`src/rtl/ifetch_unit.sv`:
```
// Instruction fetch front end: PC handshake -> in-order imem req/gnt/rvalid -> {pc, inst} buffer for decode.
// Latency: accept at N -> imem_req at N+1; rvalid at M -> inst_valid at M+1 (fall-through buffer).
// Backpressure: pc_ready drops while a request awaits grant, on flush, or when all DEPTH slots are in use.
//
// Ports:
//   clk, rst_n                     clock, asynchronous active-low reset
//   pc_in/pc_valid/pc_ready        fetch address handshake from the PC stage
//   flush                          redirect pulse; kills every older fetch
//   imem_req/imem_addr/imem_gnt    request channel to instruction memory (held until granted)
//   imem_rvalid/imem_rdata         in-order response channel from instruction memory
//   inst_valid/inst_ready/inst/inst_pc  instruction output to decode
module ifetch_unit #(
  parameter int DEPTH = 4
) (
  input  logic        clk,
  input  logic        rst_n,
  input  logic [31:0] pc_in,
  input  logic        pc_valid,
  output logic        pc_ready,
  input  logic        flush,
  output logic        imem_req,
  output logic [31:0] imem_addr,
  input  logic        imem_gnt,
  input  logic        imem_rvalid,
  input  logic [31:0] imem_rdata,
  output logic        inst_valid,
  input  logic        inst_ready,
  output logic [31:0] inst,
  output logic [31:0] inst_pc
);

  localparam int PW = $clog2(DEPTH);
  localparam int CW = PW + 1;
  localparam int SW = PW + 3;

  // Pending (not yet granted) request
  logic          req_q, req_d;
  logic          kill_q, kill_d;     // pending request was flushed: its response is already counted as a discard
  logic [31:0]   req_pc_q, req_pc_d;

  // Outstanding (granted, awaiting response) PC queue
  logic [31:0]   opc_q [DEPTH];
  logic [PW-1:0] owr_q, owr_d, ord_q, ord_d;
  logic [CW-1:0] ocnt_q, ocnt_d;

  // Instruction buffer
  logic [31:0]   ipc_q  [DEPTH];
  logic [31:0]   idat_q [DEPTH];
  logic [PW-1:0] iwr_q, iwr_d, ird_q, ird_d;
  logic [CW-1:0] icnt_q, icnt_d;

  // Responses still owed by memory for killed requests
  logic [CW-1:0] disc_cnt_q, disc_cnt_d;

  logic          grant, opush, resp_drop, resp_take, accept, ipop;
  logic [SW-1:0] slots;
  logic [CW-1:0] ocnt_after, disc_after;

  assign grant     = req_q && imem_gnt;
  assign opush     = grant && !kill_q;
  assign resp_drop = imem_rvalid && (disc_cnt_q != '0);
  // A response with nothing outstanding and nothing to discard is ignored.
  assign resp_take = imem_rvalid && (disc_cnt_q == '0) && (ocnt_q != '0);
  assign ipop      = (icnt_q != '0) && inst_ready;

  assign slots    = SW'(req_q) + SW'(ocnt_q) + SW'(icnt_q) + SW'(disc_cnt_q);
  assign pc_ready = !flush && (!req_q || imem_gnt) && (slots < SW'(DEPTH));
  assign accept   = pc_valid && pc_ready;

  // Queue state after this cycle's grant/response, before any flush.
  assign ocnt_after = ocnt_q + CW'(opush) - CW'(resp_take);
  assign disc_after = disc_cnt_q - CW'(resp_drop);

  always_comb begin
    req_d      = req_q;
    kill_d     = kill_q;
    req_pc_d   = req_pc_q;
    owr_d      = owr_q;
    ord_d      = ord_q;
    ocnt_d     = ocnt_after;
    iwr_d      = iwr_q;
    ird_d      = ird_q;
    icnt_d     = icnt_q;
    disc_cnt_d = disc_after;

    // Requests are never withdrawn; a new accept can only follow (or coincide with) a grant.
    if (accept) begin
      req_d    = 1'b1;
      req_pc_d = pc_in;
    end else if (grant) begin
      req_d = 1'b0;
    end

    if (flush && req_q && !imem_gnt) begin
      kill_d = 1'b1;
    end else if (grant) begin
      kill_d = 1'b0;
    end

    if (flush) begin
      owr_d  = '0;
      ord_d  = '0;
      ocnt_d = '0;
      iwr_d  = '0;
      ird_d  = '0;
      icnt_d = '0;
      // Everything still owed by memory becomes a discard: outstanding ones (including a grant
      // this cycle), a live pending request, and any discards left over from an earlier flush.
      disc_cnt_d = disc_after + ocnt_after + CW'(req_q && !imem_gnt && !kill_q);
    end else begin
      owr_d  = owr_q + PW'(opush);
      ord_d  = ord_q + PW'(resp_take);
      iwr_d  = iwr_q + PW'(resp_take);
      ird_d  = ird_q + PW'(ipop);
      icnt_d = icnt_q + CW'(resp_take) - CW'(ipop);
    end
  end

  always_ff @(posedge clk or negedge rst_n) begin
    if (!rst_n) begin
      req_q      <= 1'b0;
      kill_q     <= 1'b0;
      req_pc_q   <= '0;
      owr_q      <= '0;
      ord_q      <= '0;
      ocnt_q     <= '0;
      iwr_q      <= '0;
      ird_q      <= '0;
      icnt_q     <= '0;
      disc_cnt_q <= '0;
    end else begin
      req_q      <= req_d;
      kill_q     <= kill_d;
      req_pc_q   <= req_pc_d;
      owr_q      <= owr_d;
      ord_q      <= ord_d;
      ocnt_q     <= ocnt_d;
      iwr_q      <= iwr_d;
      ird_q      <= ird_d;
      icnt_q     <= icnt_d;
      disc_cnt_q <= disc_cnt_d;
    end
  end

  // Storage arrays carry no reset; their contents are only visible through the counters.
  always_ff @(posedge clk) begin
    if (opush) begin
      opc_q[owr_q] <= req_pc_q;
    end
    if (resp_take) begin
      ipc_q[iwr_q]  <= opc_q[ord_q];
      idat_q[iwr_q] <= imem_rdata;
    end
  end

  assign imem_req   = req_q;
  assign imem_addr  = {req_pc_q[31:2], 2'b00};
  assign inst_valid = (icnt_q != '0);
  // Outputs read as zero while empty so reset clears them without resetting the arrays.
  assign inst       = inst_valid ? idat_q[ird_q] : '0;
  assign inst_pc    = inst_valid ? ipc_q[ird_q]  : '0;

endmodule
```
`config.mk`:
```
export PLATFORM = sky130hd
export DESIGN_NAME = ifetch_unit
export DESIGN_NICKNAME = d
export VERILOG_FILES = /design/src/rtl/ifetch_unit.sv
export SDC_FILE = /design/constraint.sdc
export NUM_CORES = 1
export LEC_CHECK = 0
export ABC_AREA = 1
export CORE_MARGIN = 2
export CORE_UTILIZATION = 50
export DETAILED_ROUTE_END_ITERATION = 7
export GPL_ROUTABILITY_DRIVEN = 1
export GPL_TIMING_DRIVEN = 0
export PLACE_DENSITY = 0.76
export SLEW_MARGIN = 20
export SYNTH_ARGS = -nofsm -noshare
export SYNTH_HDL_FRONTEND = slang
export SYNTH_SLANG_ARGS = --single-unit
```
`constraint.sdc`:
```
create_clock -name clk -period 7.35 [get_ports clk]
set_input_delay 1.8375 -clock clk [delete_from_list [all_inputs] [get_ports clk]]
set_output_delay 1.8375 -clock clk [all_outputs]
set_load 0.03 [all_outputs]
```
==> out/results.txt <==
outcome - finished, final reports clean
First-pass DRT Iterations - 5
Via density - 5.301
final worst-path cycle share - 70.35%
fin crit period - 5.171 ns
worst slack, placed - 2.178 ns
area grow syn2layout - 23.36%
average size of a mapped cell - 12.73 sq um
Compound-Gate Fraction of Synth Area - 10.06%
Final setup viols - 0
Slowest cell on crit path - clkdlybuf4s50_1
Tot Pwr - 8.242 mW
classification of the worst setup path - in2out
number of flops mapped to enable cells by yosys - 384
Mapped Cells - 1371
Syn. warnings - 0
CTS Sinks - 435
global-route wire length before repair - 61120 um
largest net degree at the start of global routing - 52
grt total ovfl - 0
postcts setup bufs - 0
XOR/XNOR share of the synthesized area - 0.2509%
most frequent CP cell - clkdlybuf4s50_1
Ports - 170
Slew Limit Fails - 0
DR iter-0 viols - 903
Post-Synth Adder-Cell Area - 1.663%
die area - 36420 sq um
total core area - 34460 sq um
HPWL after DPL - 26900 um
Final nets - 1723
Syn Std Cell Area - 17450 sq um
clk root buf - clkbuf_16
Util after Layout - 62.48%
worst-path cell chain - clkdlybuf4s50_1 -> nor2_1 -> nor3_2 -> and2_1 -> clkdlybuf4s50_1
DP Cell Count - 2044
clock transition at the registers of the reported paths - 0.06 ns
Total Wirelength - 39540 um
Synth async-reset ratio - 11.72%
top cells by area, synth - edfxtp_1, dfrtp_1, nor2_1, o21ai_0, a21oi_1
Worst Path Arrival - 3.33 ns
Fmax - 193.4 MHz
peak supply drop - 0.0002416 V
CTS Buffer Depth - 3
Cell Rows - 68
worst slew pin tran - 0.8195 ns
Residual DRC - 0
dominant cell type by area after synthesis - edfxtp_1
mux contribution to synthesized area - 0.05735%
CP Launch Type - input pin
gr usage total - 21.89%
Buffers on Ports - 167
crit-path max FO - 2
largest family of logic cells by synthesized area - compound AO/OA/AOI/OAI gates
share of layout cells above drive strength 1 - 13.57%
Final Skew - 0.02342 ns
Hold WS - 0.5201 ns
vias in the first global route - 11270
Hold Path Class - reg2reg
clk_lat worst skew - 0.54 ns
RSZ-0062 raised after global routing - no
Seq cells post-synth - 435
count of cell types in the netlist - 32
Pleak - 7.911 nW
Die Ht - 190.8 um
post-cts resize count - 0
maxcap violations - 0
required time of the critical path - 5.51 ns
Power Dens Cells - 382.8 nW/um^2
H-tree Lvls - 2
CP Buf/Inv Count - 2
RePlAce Congestion - 0.7676
PnR worst setup slack - 2.179 ns
simple logic cell fraction of the synthesized area - 8.983%
CP peak stage delay - 0.66 ns
DRT antenna net count - 0
ys flop type - edfxtp_1
# hold bufs at CTS - 0
DR vias - 11240
initial antenna violation count - 0
sequential fraction of the synthesis area - 73.38%
Final Hold Viols - 0
TritonCTS Buffers - 42
Crit. End Element - output pin
Die X - 190.8 um
Avg WL per Cell - 18.64 um
CTS tree - yes
Slew HR - 45.07%
diode count - 0
Initial Util - 50.65%
CP delay by family, top - buffers and inverters
top cell type's share of synthesized area - 66.07%
Layout Cells excl Fill - 2121
==> state kept, by name (all words and copies together) (netlist names) <==
signal / count
idat_q: 128
owr_q: 2
ird_q: 2
ipc_q: 128
imem_req: 1
iwr_q: 2
ocnt_q: 3
ord_q: 2
opc_q: 128
kill_q: 1
disc_cnt_q: 3
req_pc_q: 32
icnt_q: 3
==> final timing paths <==
kind                       cells after the start           startpoint                       end  slack, ns
max reg2reg                                   15  ocnt_q[1]$_DFF_PN0_   disc_cnt_q[2]$_DFF_PN0_       3.93
min reg2reg                                    2   kill_q$_DFFE_PN0P_        kill_q$_DFFE_PN0P_       0.52
min                                            2   kill_q$_DFFE_PN0P_        kill_q$_DFFE_PN0P_       0.52
max in group asynchronous                      1                rst_n   req_pc_q[7]$_DFFE_PN0P_       5.57
max                                            5             imem_gnt                  pc_ready       2.18
min in group asynchronous                      1                rst_n  req_pc_q[24]$_DFFE_PN0P_       1.35
==> worst min-delay path, cell delays in order (launching register included) <==
cell and delay, ns:
dfrtp_1 0.36, o22ai_1 0.08, inv_1 0.05
==> final cells by class <==
class / count / area [sq um]
plain buffers: 108 / 704.4
clock buffers: 49 / 1099
clock inverters: 28 / 284.0
fillers: 2572 / 12930
inverters: 72 / 270.3
multi-input cells: 757 / 3715
flip-flops and latches: 435 / 12810
well taps: 455 / 569.3
repair buffers: 217 / 2082
==> cells by family after synthesis <==
kind of cell               count (synthesis)
DFF                                      435
and+or+nand+nor                          405
AOI/OAI and AO/OA                        325
buffers and inverters                    180
adders and majority gates                 19
xor gates and xnor gates                   5
other                                      1
muxes                                      1
==> where the power goes <==
group / switching [mW] / internal (mW) / total [mW]
logic: 1.82 / 1.13 / 2.95
registers: 0.186 / 2.97 / 3.15
clock network: 0.888 / 1.25 / 2.14
total: 2.90 / 5.34 / 8.24
==> cell usage after synthesis, drive strengths merged, types with 2 or more instances <==
cell type / number
edfxtp: 384
nor2: 338
o21ai: 226
buf: 81
inv: 72
a21oi: 65
dfrtp: 51
nand2: 44
o22ai: 33
clkbuf: 27
ha: 12
nor3: 12
fa: 7
nand3: 6
xnor2: 5
and2: 2
==> cells in the final DEF, fill, tap and decap left out <==
cell type and count:
a21oi_1 65, a31oi_1 1, and2_1 2, and3_1 1
buf_1 8, buf_2 19, buf_4 76, buf_6 29
bufinv_16 5, clkbuf_1 32, clkbuf_16 43, clkbuf_2 1
clkdlybuf4s50_1 166, clkinv_1 9, clkinv_2 9, clkinv_8 2
clkinvlp_4 3, conb_1 2, dfrtp_1 51, edfxtp_1 384
fa_1 7, ha_1 12, inv_1 68, inv_2 4
mux2i_1 1, nand2_1 43, nand2_2 1, nand3_1 5
nand3_2 1, nand4_1 1, nor2_1 338, nor3_1 3
nor3_2 9, o21ai_0 186, o21ai_1 17, o21ai_2 23
o22ai_1 33, or2_2 1, xnor2_1 5
==> per-stage QoR <==
step	instance area, sq um	setup TNS (ns)
after CTS	21530	0
final	21530	0
after floorplan	17460	0
after detailed placement	20150	0
after global placement	19700	-892.77
after global routing	21530	0
==> layer usage <==
metal	share of wire (%)	wire length, um	GRT usage (%)
met1	41	16200	28.59
met2	51	20020	38.14
met3	6.0	2378	2.926
met4	2.4	944	6.798
met5	0	0	0
(Power assumes the default switching activity.)
